## config.mk

```make
export PLATFORM = sky130hd
export DESIGN_NAME = adder8_reg_flat
export DESIGN_NICKNAME = d
export VERILOG_FILES = /design/src/rtl/adder8_reg_if.sv /design/src/rtl/adder8_reg.sv /design/src/flat_wrapper.sv
export SDC_FILE = /design/constraint.sdc
export NUM_CORES = 1
export LEC_CHECK = 0
export ABC_AREA = 1
export CORE_ASPECT_RATIO = 0.7
export CORE_MARGIN = 2
export CORE_UTILIZATION = 43
export DETAILED_ROUTE_END_ITERATION = 10
export MAX_ROUTING_LAYER = met4
export PLACE_DENSITY_LB_ADDON = 0.1
export SLEW_MARGIN = 20
export SYNTH_ARGS = -nofsm -noshare
export SYNTH_HDL_FRONTEND = slang
export SYNTH_SLANG_ARGS = --single-unit
```

## constraint.sdc

```tcl
create_clock -name clk -period 1.5 [get_ports clk]
set_clock_uncertainty 0.15 [all_clocks]
set_input_delay 0.225 -clock clk [delete_from_list [all_inputs] [get_ports clk]]
set_output_delay 0.225 -clock clk [all_outputs]
set_load 0.02 [all_outputs]
```

## src/rtl/adder8_reg_if.sv

```systemverilog
// Handshake bundle for adder8_reg: operand input channel and registered result channel.
// master = producer/consumer side, slave = the adder.
interface adder8_reg_if #(
    parameter int WIDTH = 8
);
    logic             in_valid;
    logic             in_ready;
    logic [WIDTH-1:0] a;
    logic [WIDTH-1:0] b;
    logic             out_valid;
    logic             out_ready;
    logic [WIDTH-1:0] sum;
    logic             carry;
    logic             ovf;
    logic             zero;

    modport master (
        output in_valid, a, b, out_ready,
        input  in_ready, out_valid, sum, carry, ovf, zero
    );

    modport slave (
        input  in_valid, a, b, out_ready,
        output in_ready, out_valid, sum, carry, ovf, zero
    );
endinterface

```

## src/rtl/adder8_reg.sv

```systemverilog
// Registered adder with a single-entry valid/ready output stage and carry/ovf/zero flags.
// Optional macro ADDER8_REG_SAT_EN: unsigned saturation on carry instead of modulo wrap.
module adder8_reg #(
    parameter int WIDTH = 8
) (
    input  logic       clk,
    input  logic       rst_n,
    adder8_reg_if.slave bus
);
    logic [WIDTH:0]   w_full;
    logic [WIDTH-1:0] w_sum;
    logic             w_carry;
    logic             w_ovf;
    logic             w_zero;
    logic             w_accept;
    logic             w_consume;
    logic             w_in_ready;

    logic [WIDTH-1:0] r_sum;
    logic             r_carry;
    logic             r_ovf;
    logic             r_zero;
    logic             r_valid;

    assign w_full  = {1'b0, bus.a} + {1'b0, bus.b};
    assign w_carry = w_full[WIDTH];
    // Signed overflow judged on the true modulo sum, so saturation leaves it untouched.
    assign w_ovf   = (bus.a[WIDTH-1] == bus.b[WIDTH-1]) &&
                     (w_full[WIDTH-1] != bus.a[WIDTH-1]);

`ifdef ADDER8_REG_SAT_EN
    assign w_sum = w_carry ? {WIDTH{1'b1}} : w_full[WIDTH-1:0];
`else
    assign w_sum = w_full[WIDTH-1:0];
`endif

    assign w_zero     = (w_sum == '0);
    assign w_in_ready = !r_valid || bus.out_ready;
    assign w_accept   = bus.in_valid && w_in_ready;
    assign w_consume  = r_valid && bus.out_ready;

    always_ff @(posedge clk or negedge rst_n) begin
        if (!rst_n) begin
            r_valid <= 1'b0;
            r_sum   <= '0;
            r_carry <= 1'b0;
            r_ovf   <= 1'b0;
            r_zero  <= 1'b0;
        end else begin
            if (w_accept) begin
                r_valid <= 1'b1;
                r_sum   <= w_sum;
                r_carry <= w_carry;
                r_ovf   <= w_ovf;
                r_zero  <= w_zero;
            end else if (w_consume) begin
                r_valid <= 1'b0;
            end
        end
    end

    assign bus.in_ready  = w_in_ready;
    assign bus.out_valid = r_valid;
    assign bus.sum       = r_sum;
    assign bus.carry     = r_carry;
    assign bus.ovf       = r_ovf;
    assign bus.zero      = r_zero;
endmodule

```

## src/flat_wrapper.sv

```systemverilog
// flat-port wrapper written by rule: the top's interface ports become plain ports
module adder8_reg_flat 
#(
    parameter int WIDTH = 8
)
  (clk, rst_n, bus_in_valid, bus_a, bus_b, bus_out_ready, bus_in_ready, bus_out_valid, bus_sum, bus_carry, bus_ovf, bus_zero);
  adder8_reg_if #(.WIDTH(WIDTH)) bus_i ();
  input  logic clk;
  input  logic rst_n;
  input wire logic [$bits(bus_i.in_valid)-1:0] bus_in_valid;
  input wire logic [$bits(bus_i.a)-1:0] bus_a;
  input wire logic [$bits(bus_i.b)-1:0] bus_b;
  input wire logic [$bits(bus_i.out_ready)-1:0] bus_out_ready;
  output wire logic [$bits(bus_i.in_ready)-1:0] bus_in_ready;
  output wire logic [$bits(bus_i.out_valid)-1:0] bus_out_valid;
  output wire logic [$bits(bus_i.sum)-1:0] bus_sum;
  output wire logic [$bits(bus_i.carry)-1:0] bus_carry;
  output wire logic [$bits(bus_i.ovf)-1:0] bus_ovf;
  output wire logic [$bits(bus_i.zero)-1:0] bus_zero;
  assign bus_i.in_valid = bus_in_valid;
  assign bus_i.a = bus_a;
  assign bus_i.b = bus_b;
  assign bus_i.out_ready = bus_out_ready;
  assign bus_in_ready = bus_i.in_ready;
  assign bus_out_valid = bus_i.out_valid;
  assign bus_sum = bus_i.sum;
  assign bus_carry = bus_i.carry;
  assign bus_ovf = bus_i.ovf;
  assign bus_zero = bus_i.zero;
  adder8_reg #(.WIDTH(WIDTH)) u_core (.clk(clk), .rst_n(rst_n), .bus(bus_i));
endmodule
```

Yosys cells after proc, flatten, opt, wreduce, memory -nomap -nowiden
Cells that the tools add are included.

Output and inout port bits: 13. Word-level logic and storage cells: 17. Bits of input ports: 20. Memories kept: 0. Flip-flop bits (word level): 12. ROM bits: 0. Bits in latches: 0. Memory bits (writable): 0.

Bitwise gates (word level): 0. Eq/ne operators: 2. Shift-type cells: 0. Multiply operators: 0. Multiplexer cells: 2. Magnitude comparators: 0. Reductions and logical operators: 7. Divide/modulo/power cells: 0. Add/subtract/negate cells: 1.

Operator list (number): $add 8x8->9 (1); $logic_not 8->1 (1); $logic_and 1x1->1 (3); $mux 1 (2); $reduce_bool 2->1 (1); $eq 1x1->1 (1); $logic_not 1->1 (1); $logic_or 1x1->1 (1); $ne 1x1->1 (1).

Depth between registers and ports, before layout
Gate-level depths: netlist of run 1.

Depth in word-level cells: 4. Gate-level depth with buffers: 13. Gate-level depth less buffers: 13.

Worst setup path after synthesis of run 1
Ideal clock, no wire load.

Kind: input port to flip-flop. Start: in bus_b[0]. End: reg u_core.r_carry, in the netlist u_core.bus.carry. Setup slack: -0.109 ns. Arrival: 1.386 ns. Stages on the path: 12. Data required time: 1.277 ns. Library setup time: 0.073 ns. Path buffers: 0. Cell sequence: ha_1 -> inv_1 -> fa_1 -> inv_1 -> nand2_1 -> nand2_2 -> nand3_1 -> nand2_1 -> nand2_1 -> nand2_1 -> nand2_1 -> a21oi_2.

Cells in the longest elaborated chain, start to end: 1.

RTL lines: from (decl) (line flat_wrapper.sv:12) `input wire logic [$bits(bus_i.b)-1:0] bus_b;`; $add 8x8->9 (line adder8_reg.sv:25) `assign w_full = {1'b0, bus.a} + {1'b0, bus.b};`; to (signal assigned) (line adder8_reg.sv:53) `r_carry <= w_carry;`; to (decl) (line adder8_reg.sv:20) `logic r_carry;`.

No other way between the ends. A chain may end at the register's enable or synchronous reset.

Worst setup path after layout of run 1
Start: in bus_a[0]. End: reg u_core.r_zero, in the netlist u_core.bus.zero.

Cells in the longest elaborated chain, start to end: 2.

RTL lines: from (decl) (line flat_wrapper.sv:11) `input wire logic [$bits(bus_i.a)-1:0] bus_a;`; $add 8x8->9 (line adder8_reg.sv:25); $logic_not 8->1 (line adder8_reg.sv:37) `assign w_zero = (w_sum == '0);`; to (signal assigned) (line adder8_reg.sv:55) `r_zero <= w_zero;`; to (decl) (line adder8_reg.sv:22) `logic r_zero;`.

No other way between the ends.

==> flow_summary_export.csv, run 1 <==
group,metric,value,unit
yosys,yosysUniqueCellTypes,20,
timing,fmax,692,MHz
worst_setup_path,end_kind,"register",
yosys,synth_fa_ha_area_share,13.8,%
cells_and_area,fin_area,0.00146,sq mm
detailed_routing,dr.pass1.iters,4,
detailed_routing,ant_nets,0,
run_status,status,"finished clean",
timing,slew_viol_final,0,
pwr,p_leak,0.000756,uW
worst_setup_path,r2r_slack,0.16,ns
floorplan,die_area,0.00241,sq mm
detailed_routing,drt_iter0_drc,16,
worst_setup_path,path_max_fanout,3,
yosys,yosys.area.top_type,"dfrtp_1",
pwr,cellPowerDensity,824,mW/mm^2
global_routing,grt_pass1_vias,981,
timing,fin_crit,1.45,ns
yosys,yosys.area.top_type_share,34.4,%
pwr,swShare,36.2,%
yosys,synth_mux_area_share,0,%
yosys,synthXorXnorAreaFrac,0,%
worst_setup_path,worst-setup-path-type,"in2reg",
global_routing,track_usage,21.5,%
yosys,syn-num-nets,149,
clock_network,clkTransAtPathRegs,0.08,ns
yosys,synthTopCellsByArea,"dfrtp_1 (34%), nand2_1 (15%), ha_1 (11%)",
worst_setup_path,cp_data_arrival_time,1.52,ns
flow_run,maxCapViolCount,0,
detailed_routing,drcViolationCount,0,
timing,tightest_slew,0.241,ns
yosys,yosysWarnings,0,
timing,fin_crit_sh,96.4,%
detailed_routing,wire_per_inst,11.6,um
global_routing,grt_pass1_wl,3950,um
yosys,synth-compound-area-share,8.88,%
yosys,synth_top_family_by_area,"simple AND/OR/NAND/NOR gates",
yosys,synth_area_per_cell,7.28,sq um
pwr,power,1200,uW
clock_network,ctsHoldBuffers,0,
timing,hold_viol_final,0,
worst_setup_path,worstPathRequired,1.57,ns
cells_and_area,nNetsFinal,199,
pwr,ir_worst_vdd,0.741,mV
timing,rsz0062_at_grt,"false",
global_routing,grt_start_max_net_pins,13,
global_routing,grt-ovfl-total,0,
timing,relSlewSlack,83.9,%
pwr,seq_power_share,33.7,%
clock_network,clkLatencyLatePin,0.28,ns
clock_network,cts-root-buf,"clkbuf_4",
worst_setup_path,reg2regPathDepth,6,
worst_setup_path,rr_endpoint,"u_core.bus.ovf",
global_routing,antenna_found_initial,0,
clock_network,cts_tree,"done",
cells_and_area,area_growth,66.9,%
yosys,seq_area_frac_synth,34.4,%
yosys,syn_inst,120,
cells_and_area,drive_above_1_share,30.8,%
clock_network,h-tree-depth,1,
detailed_routing,avgViaCountPerCell,4.92,
floorplan,die_w,57.9,um
floorplan,die_h,41.7,um
hold_path,hold_path.class,"in2async",
timing,setup_violations,0,
cells_and_area,antenna_cells,0,
timing,finalSetupTns,0,ns
pwr,internal_power,766,uW
placement,port-buffer-count,32,
clock_network,clockBufferDepth,2,
clock_network,clock-sinks,12,
placement,placed_area,0.00133,sq mm
worst_setup_path,worst_setup_path_start_kind,"input port",
placement,dp_hpwl,1760,um
pwr,clkPwrFrac,21.8,%
floorplan,core_area,0.00189,sq mm
worst_setup_path,timing.rr.start,"u_core.bus.out_valid",
pwr,pwr-share-comb,44.5,%
floorplan,pin_count,33,
yosys,ys_ff_latch,12,
detailed_routing,vias,939,
yosys,synth_area,873,sq um
yosys,yosys.area_share.simple,34.2,%
detailed_routing,drt_wl_total,2210,um
floorplan,initial_utilization,46.3,%
placement,gp_congestion,0.768,
pwr,switchingPower,434,uW
clock_network,cts_buffers,3,
floorplan,rows,13,
==> through the flow <==
| step | util, % | hold slack [ns] | cells | setup WS [ns] |
|---|---|---|---|---|
| after detailed placement | 70.7 | 0.328 | 186 | -0.683 |
| after global routing | 77.3 | 0.122 | 191 | 0.00403 |
| after floorplan | - | -0.221 | 120 | -0.0377 |
| final | 77.3 | 0.102 | 191 | 0.0540 |
| after CTS | 74.7 | 0.100 | 191 | 0.0154 |
| after global placement | 70.7 | 0.321 | 186 | -0.647 |
==> cell usage after synthesis <==
master / n
a21oi_1: 2
a21oi_2: 2
a31oi_1: 2
buf_2: 1
dfrtp_1: 12
fa_1: 1
ha_1: 8
inv_1: 17
inv_2: 2
nand2_1: 36
nand2_2: 5
nand3_1: 12
nand3_2: 1
nand3b_1: 1
nand4_2: 1
nor2_1: 9
o21a_1: 1
o21ai_0: 3
o21ai_1: 3
or2_4: 1
==> power groups by stage <==
stage	clock network [uW]	logic (uW)	registers [uW]
2_1_floorplan	0	206	481
3_3_place_gp	0	524	413
3_5_place_dp	0	536	414
4_1_cts	271	513	405
5_1_grt	284	589	412
6_report	262	534	405
==> worst max-delay path by stage <==
| stage | start | endpoint | slack [ns] | cells after the start |
|---|---|---|---|---|
| 6_report | bus_a[0] | u_core.bus.zero | 0.05 | 13 |
| 5_1_grt | bus_out_ready | u_core.bus.ovf | 0.004 | 8 |
| 4_1_cts | bus_a[0] | u_core.bus.zero | 0.02 | 13 |
| 3_5_place_dp | bus_b[0] | u_core.bus.zero | -0.68 | 13 |
| 3_3_place_gp | bus_b[0] | u_core.bus.zero | -0.65 | 13 |
| 2_1_floorplan | bus_b[0] | u_core.bus.zero | -0.04 | 9 |
==> registers in the layout (all words and copies together), names as in the netlist <==
signal and count:
u_core.bus.sum 8, u_core.bus.carry 1, u_core.bus.out_valid 1, u_core.bus.zero 1, u_core.bus.ovf 1
==> critical path, stage by stage <==
cell and delay, ns:
buf_6 0.07, ha_4 0.13, inv_2 0.04, fa_2 0.38
inv_2 0.07, nand2_2 0.06, nand2_4 0.09, nand3_2 0.07
nand2_2 0.08, nand3_2 0.07, nor2_1 0.10, nand3_1 0.07
nand2_1 0.06
==> cells in the final DEF, fill, tap and decap left out, types with 6 or more instances in the layout <==
master / synthesis / final
nand2_1: 36 / 31
dlygate4sd2_1: 0 / 22
inv_1: 17 / 14
buf_4: 0 / 14
dfrtp_1: 12 / 12
nand2_2: 5 / 9
nor2_1: 9 / 8
nand3_1: 12 / 8
ha_4: 0 / 6
==> logic make-up (layout without fill, tap and decap cells) <==
| logic type | Yosys count | in the layout |
|---|---|---|
| compound gates | 13 | 13 |
| simple gates | 66 | 66 |
| flops | 12 | 12 |
| fa+ha+maj | 9 | 9 |
| buf+inv | 20 | 69 |
==> what timing repair did <==
action,4_1_cts,5_1_grt
pin swaps,14,9
setup endpoints to repair,22,7
gates resized for setup,40,16
buffers inserted,1,0
gates cloned,0,0
==> per-layer routing <==
| metal | GRT usage, % | routed length (um) |
|---|---|---|
| met5 | - | 0 |
| met4 | 6.51 | 0 |
| met3 | 6.85 | 139 |
| met2 | 35.7 | 1100 |
| met1 | 24.8 | 978 |
==> layout make-up <==
class                      instances  area (sq um)
timing repair buffer              46           400
tap                               22          27.5
sequential                        12           300
multi-input combinational         88           622
clock buffer                       4          36.3
inverter                          19          71.3
fill                             150           429
Power figures use the tool's default switching activity.
==> run 2: changes to the inputs <==
--- a/config.mk
+++ b/config.mk
@@ -5,10 +5,9 @@
 export SDC_FILE = /design/constraint.sdc
 export NUM_CORES = 1
 export LEC_CHECK = 0
-export ABC_AREA = 1
 export CORE_ASPECT_RATIO = 0.7
 export CORE_MARGIN = 2
-export CORE_UTILIZATION = 43
+export CORE_UTILIZATION = 41
 export DETAILED_ROUTE_END_ITERATION = 10
 export MAX_ROUTING_LAYER = met4
 export PLACE_DENSITY_LB_ADDON = 0.1
==> flow_summary_export.csv, run 2 <==
group,metric,value,unit
run_status,status,"finished with violations",
run_status,violations,"negative setup slack",
detailed_routing,drcViolationCount,0,
cells_and_area,n_fill_cell,111,
detailed_routing,ant_nets,0,
yosys,ys_ff_latch,12,
yosys,yosysWarnings,0,
clock_network,h-tree-depth,1,
cells_and_area,largest_register_ffs,8,
global_routing,grt_pass1_wl,3670,um
cells_and_area,drive_above_1_share,47.8,%
floorplan,core_area,0.00184,sq mm
yosys,synthXorXnorAreaFrac,6.62,%
worst_setup_path,end_kind,"register",
placement,port-buffer-count,32,
clock_network,cts-root-buf,"clkbuf_4",
clock_network,cts_tree,"done",
floorplan,die_h,40.8,um
cells_and_area,layout_common_cells,"buf_4 (21), dlygate4sd2_1 (18), dfrtp_1 (12)",
timing,slew_viol_final,0,
yosys,synth_most_common_cell,"dfrtp_1",
flow_run,maxCapViolCount,0,
yosys,yosysUniqueCellTypes,28,
detailed_routing,wire_per_inst,13.9,um
yosys,synthArstFlopShare,100,%
pwr,cellPowerDensity,863,mW/mm^2
hold_path,hold_path.class,"in2async",
cells_and_area,nNetsFinal,168,
yosys,seq_area_frac_synth,37.9,%
floorplan,die_area,0.00231,sq mm
placement,placed_area,0.00133,sq mm
timing,fin_crit_sh,131,%
timing,fin_crit,1.97,ns
yosys,synth_top_family_by_area,"compound AO/OA/AOI/OAI gates",
yosys,synth_fa_ha_area_share,15.1,%
yosys,synth-edff-count,0,
global_routing,antenna_found_initial,0,
yosys,syn_inst,77,
floorplan,die_w,56.6,um
global_routing,track_usage,22.8,%
yosys,synth_area_per_cell,10.3,sq um
detailed_routing,dr.pass1.iters,4,
yosys,synth-main-ff-cell,"dfrtp_1",
global_routing,grt_pass1_vias,816,
clock_network,cts_buffers,3,
placement,gp_congestion,0.724,
timing,worst_slack,-0.471,ns
worst_setup_path,worstPathRequired,1.52,ns
floorplan,initial_utilization,43.2,%
cells_and_area,fin_area,0.00151,sq mm
cells_and_area,final_common_cell,"buf_4",
detailed_routing,drt_iter0_drc,10,
worst_setup_path,path_max_fanout,2,
clock_network,clkTransAtPathRegs,0.08,ns
pwr,p_leak,0.000683,uW
floorplan,pin_count,33,
floorplan,rows,13,
worst_setup_path,worst-setup-path-type,"in2reg",
placement,dp_hpwl,1590,um
worst_setup_path,cp_data_arrival_time,2.00,ns
cells_and_area,area_growth,89.7,%
detailed_routing,drt_wl_total,2230,um
timing,fmax,507,MHz
pwr,ir_worst_vdd,0.792,mV
yosys,synth_area,793,sq um
yosys,yosys.area.top_type,"dfrtp_1",
global_routing,grt_start_max_net_pins,16,
yosys,ys_top_cells_by_count,"dfrtp_1 (12), ha_1 (8), a21oi_1 (6), nand2_1 (6)",
timing,setup_violations,7,
global_routing,grt-ovfl-total,0,
yosys,yosys.area.top_type_share,37.9,%
clock_network,clockBufferDepth,2,
placement,preCtsSetupSlack,-1.23,ns
detailed_routing,avgViaCountPerCell,5.09,
cells_and_area,antenna_cells,0,
timing,hold_viol_final,0,
timing,relSlewSlack,77.8,%
yosys,synthTopCellsByArea,"dfrtp_1 (38%), ha_1 (13%), xor2_1 (4.4%)",
timing,tightest_slew,0.331,ns
timing,rsz0062_at_grt,"true",
yosys,syn-num-nets,106,
yosys,synth-compound-area-share,19.4,%
detailed_routing,vias,814,
clock_network,clock-sinks,12,
worst_setup_path,worst_setup_path_start_kind,"input port",
yosys,yosys.area_share.simple,12.0,%
yosys,synth_mux_area_share,7.10,%
clock_network,clkLatencyLatePin,0.27,ns
run 2: changes by cell type after synthesis, sizes merged, moves of 3 or more:
cell,delta
a21oi,+3
nor2,-4
mux2,+5
nand2,-35
xor2,+4
inv,-16
nand3,-13
run 2: metal layers:
layer	track usage, %	up-vias	part of all wire (%)
met5	-	-	0
met1	24.0	389	41
met3	7.89	0	5.6
met2	43.6	24	54
li1	-	401	-
met4	4.76	0	0
run 2: power by group:
group,internal [uW],leakage (uW),switching [uW]
sequential,388,0.000144,31.1
combinational,325,0.000518,298
clock,148,0.0000210,108
total,861,0.000683,438
run 2: path summary, 6_finish.rpt:
check | slack (ns) | cells after the start | end | from
worst max-delay path | -0.47 | 9 | u_core.bus.zero | bus_a[0]
worst min-delay path | 0.09 | 2 | u_core.bus.out_valid | rst_n
worst max register to register | -0.11 | 4 | u_core.bus.zero | u_core.bus.out_valid
worst min register to register | 0.33 | 2 | u_core.bus.sum[3] | u_core.bus.sum[3]
max in group asynchronous | 0.95 | 2 | u_core.bus.sum[3] | rst_n
min in group clk | 0.15 | 3 | u_core.bus.sum[0] | bus_b[0]
run 2: final cells by class:
cell class	count	area [sq um]	share of cell area (%)
flip-flops and latches	12	300	20.0
repair buffers	58	513	34.1
well taps	22	27.5	1.83
multi-input cells	61	617	41.0
inverters	3	11.3	0.748
clock buffers	4	36.3	2.41
run 2: per-stage QoR:
| step | hold slack, ns | power, uW | TNS [ns] | std cells | util, % |
|---|---|---|---|---|---|
| 3_5_place_dp | 0.323 | 1010 | -8.65 | 151 | 72.3 |
| 5_1_grt | 0.108 | 1380 | -2.42 | 160 | 81.9 |
| 4_1_cts | 0.101 | 1300 | -2.08 | 160 | 81.4 |
| 3_3_place_gp | 0.315 | 1000 | -8.13 | 151 | 72.3 |
| 6_report | 0.0937 | 1300 | -1.92 | 160 | 81.9 |
| 2_1_floorplan | -0.221 | 712 | -1.64 | 77 | - |
run 2: cell families after synthesis:
kind of cell,Yosys count
flip-flops,12
AO/OA/AOI/OAI,23
multiplexers,5
adder cells (fa/ha/maj),9
buffers and inverters,4
XOR/XNOR,6
AND/OR/NAND/NOR,18
run 2: timing repair:
| action | in CTS | in global routing |
|---|---|---|
| pin swaps | 14 | 11 |
| hold buffers | 0 | 0 |
| setup buffers | 5 | 4 |
| gates resized for setup | 62 | 9 |
| endpoints found under the setup margin | 23 | 10 |
run 2: worst max-delay path, stage by stage:
cell      delay [ns]
buf_8           0.07
ha_4            0.12
inv_2           0.04
fa_2            0.34
and2b_4         0.28
o31ai_4         0.06
a21boi_2        0.16
or4b_4          0.48
o41ai_2         0.20
==> run 3: changes to the inputs <==
--- a/config.mk
+++ b/config.mk
@@ -5,9 +5,9 @@
 export SDC_FILE = /design/constraint.sdc
 export NUM_CORES = 1
 export LEC_CHECK = 0
-export CORE_ASPECT_RATIO = 0.7
+export CORE_ASPECT_RATIO = 0.8
 export CORE_MARGIN = 2
-export CORE_UTILIZATION = 41
+export CORE_UTILIZATION = 45
 export DETAILED_ROUTE_END_ITERATION = 10
 export MAX_ROUTING_LAYER = met4
 export PLACE_DENSITY_LB_ADDON = 0.1
==> constraint.sdc (replaced) <==
create_clock -name clk -period 2.5 [get_ports clk]
set_clock_uncertainty 0.15 [all_clocks]
set_input_delay 0.375 -clock clk [delete_from_list [all_inputs] [get_ports clk]]
set_output_delay 0.375 -clock clk [all_outputs]
set_load 0.02 [all_outputs]
==> flow_summary_export.csv, run 3 (same netlist as run 2, synthesis figures left out) <==
group,metric,value,unit
worst_setup_path,r2r_slack,0.89,ns
timing,worst_slack,0.133,ns
floorplan,initial_utilization,48.3,%
worst_setup_path,crit_path_max_incr_delay,0.48,ns
timing,setup_violations,0,
detailed_routing,dr.pass1.iters,4,
pwr,switchingPower,239,uW
pwr,clkPwrFrac,21.0,%
cells_and_area,utilization,77.9,%
clock_network,clkLatencyLatePin,0.27,ns
clock_network,clkTransAtPathRegs,0.07,ns
pwr,cellPowerDensity,578,mW/mm^2
clock_network,cts_buffers,3,
placement,gp_congestion,0.780,
worst_setup_path,cp_data_arrival_time,2.40,ns
floorplan,rows,13,
detailed_routing,drt_iter0_drc,1,
cells_and_area,drive_above_1_share,25.0,%
placement,port-buffer-count,32,
pwr,p_leak,0.000563,uW
worst_setup_path,path_max_fanout,2,
placement,dp_hpwl,1420,um
worst_setup_path,slowest_stage,"clkdlybuf4s50_1",
worst_setup_path,worstPathRequired,2.53,ns
cells_and_area,area_growth,61.4,%
hold_path,hold_path.class,"in2async",
clock_network,clockBufferDepth,2,
pwr,internal_power,501,uW
floorplan,die_w,50.9,um
worst_setup_path,reg2regPathDepth,4,
global_routing,grt_pass1_wl,3130,um
timing,hold_viol_final,0,
worst_setup_path,end_kind,"register",
detailed_routing,wire_per_inst,11.8,um
cells_and_area,largest_register_ffs,8,
timing,slew_viol_final,0,
global_routing,track_usage,20.5,%
cells_and_area,antenna_cells,0,
detailed_routing,drcViolationCount,0,
cells_and_area,nNetsFinal,154,
detailed_routing,ant_nets,0,
floorplan,die_area,0.00212,sq mm
run_status,status,"finished clean",
global_routing,antenna_found_initial,0,
worst_setup_path,worst-setup-path-type,"in2reg",
pwr,seq_power_share,34.2,%
timing,fin_crit_sh,94.7,%
timing,relSlewSlack,64.8,%
timing,fin_hold_ws,0.291,ns
pwr,ir_worst_vdd,0.311,mV
pwr,pwr-share-comb,44.8,%
clock_network,clock-sinks,12,
detailed_routing,drt_wl_total,1720,um
detailed_routing,avgViaCountPerCell,4.98,
timing,tightest_slew,0.526,ns
worst_setup_path,cp-startpoint,"bus_a[1]",
timing,rsz0062_at_grt,"false",
pwr,swShare,32.3,%
flow_run,maxCapViolCount,0,
global_routing,grt_pass1_vias,716,
timing,fmax,422,MHz
timing,fin_crit,2.37,ns
placement,preCtsSetupSlack,-0.376,ns
worst_setup_path,worst_setup_path_start_kind,"input port",
cells_and_area,final_common_cell,"clkdlybuf4s50_1",
floorplan,core_area,0.00164,sq mm
worst_setup_path,rr_endpoint,"u_core.bus.zero",
global_routing,grt-ovfl-total,0,
cells_and_area,layout_common_cells,"clkdlybuf4s50_1 (29), buf_4 (12), dfrtp_1 (12)",
pwr,power,740,uW
global_routing,grt_start_max_net_pins,16,
floorplan,pin_count,33,
clock_network,cts_tree,"done",
worst_setup_path,timing.rr.start,"u_core.bus.out_valid",
clock_network,h-tree-depth,1,
worst_setup_path,crit_chain,"clkdlybuf4s50_1, inv_1, fa_2, and2b_4, o31ai_2, a21boi_2, or4b_4, o41ai_2",
clock_network,ctsHoldBuffers,0,
detailed_routing,vias,727,
floorplan,die_h,41.6,um
clock_network,cts-root-buf,"clkbuf_4",
[run 3: metrics by stage]
stage,TNS (ns),cell area [sq um],cells
final,0,1280,146
after global routing,0,1280,146
after CTS,0,1280,146
after detailed placement,-0.771,1210,140
after global placement,-0.592,1210,140
after floorplan,0,793,77
[run 3: area by class of cell]
| cell class | instances | area (sq um) |
|---|---|---|
| multi-input combinational | 61 | 498 |
| timing repair buffer | 44 | 407 |
| fill | 114 | 363 |
| sequential | 12 | 300 |
| clock buffer | 4 | 36.3 |
| tap | 22 | 27.5 |
| inverter | 3 | 11.3 |
[run 3: repair_timing]
action | CTS | global route
resized for setup | 9 | 0
endpoints found under the setup margin | 1 | 1
pin swaps | 5 | 1
buffers inserted | 2 | 0
cloned | 0 | 0
[run 3: worst max-delay path by stage]
stage | end | slack [ns]
after floorplan | u_core.bus.zero | 0.14
after global placement | u_core.bus.zero | -0.32
after detailed placement | u_core.bus.zero | -0.38
after CTS | u_core.bus.zero | 0.05
after global routing | u_core.bus.zero | 0.03
final | u_core.bus.zero | 0.13
[run 3: layer usage]
metal / track usage [%] / vias up / part of all wire, % / wire (um)
met3: 3.96 / 5 / 5.5 / 94
met4: 9.73 / 0 / 2.4 / 42
met2: 33.5 / 25 / 50 / 858
met5: - / - / 0 / 0
li1: - / 372 / - / -
met1: 24.0 / 325 / 42 / 723
[run 3: power groups by stage]
| stage | logic [uW] | clock network, uW | registers [uW] |
|---|---|---|---|
| final | 331 | 155 | 253 |
| after global routing | 361 | 168 | 259 |
| after CTS | 334 | 158 | 254 |
| after detailed placement | 324 | 0 | 258 |
| after global placement | 318 | 0 | 255 |
| after floorplan | 112 | 0 | 305 |
[run 3: worst max-delay path: cells and delay by family]
family | cells | cell delay (ns)
fa+ha+maj | 1 | 0.33
compound gates | 3 | 0.43
buf+inv | 2 | 0.54
simple gates | 2 | 0.74
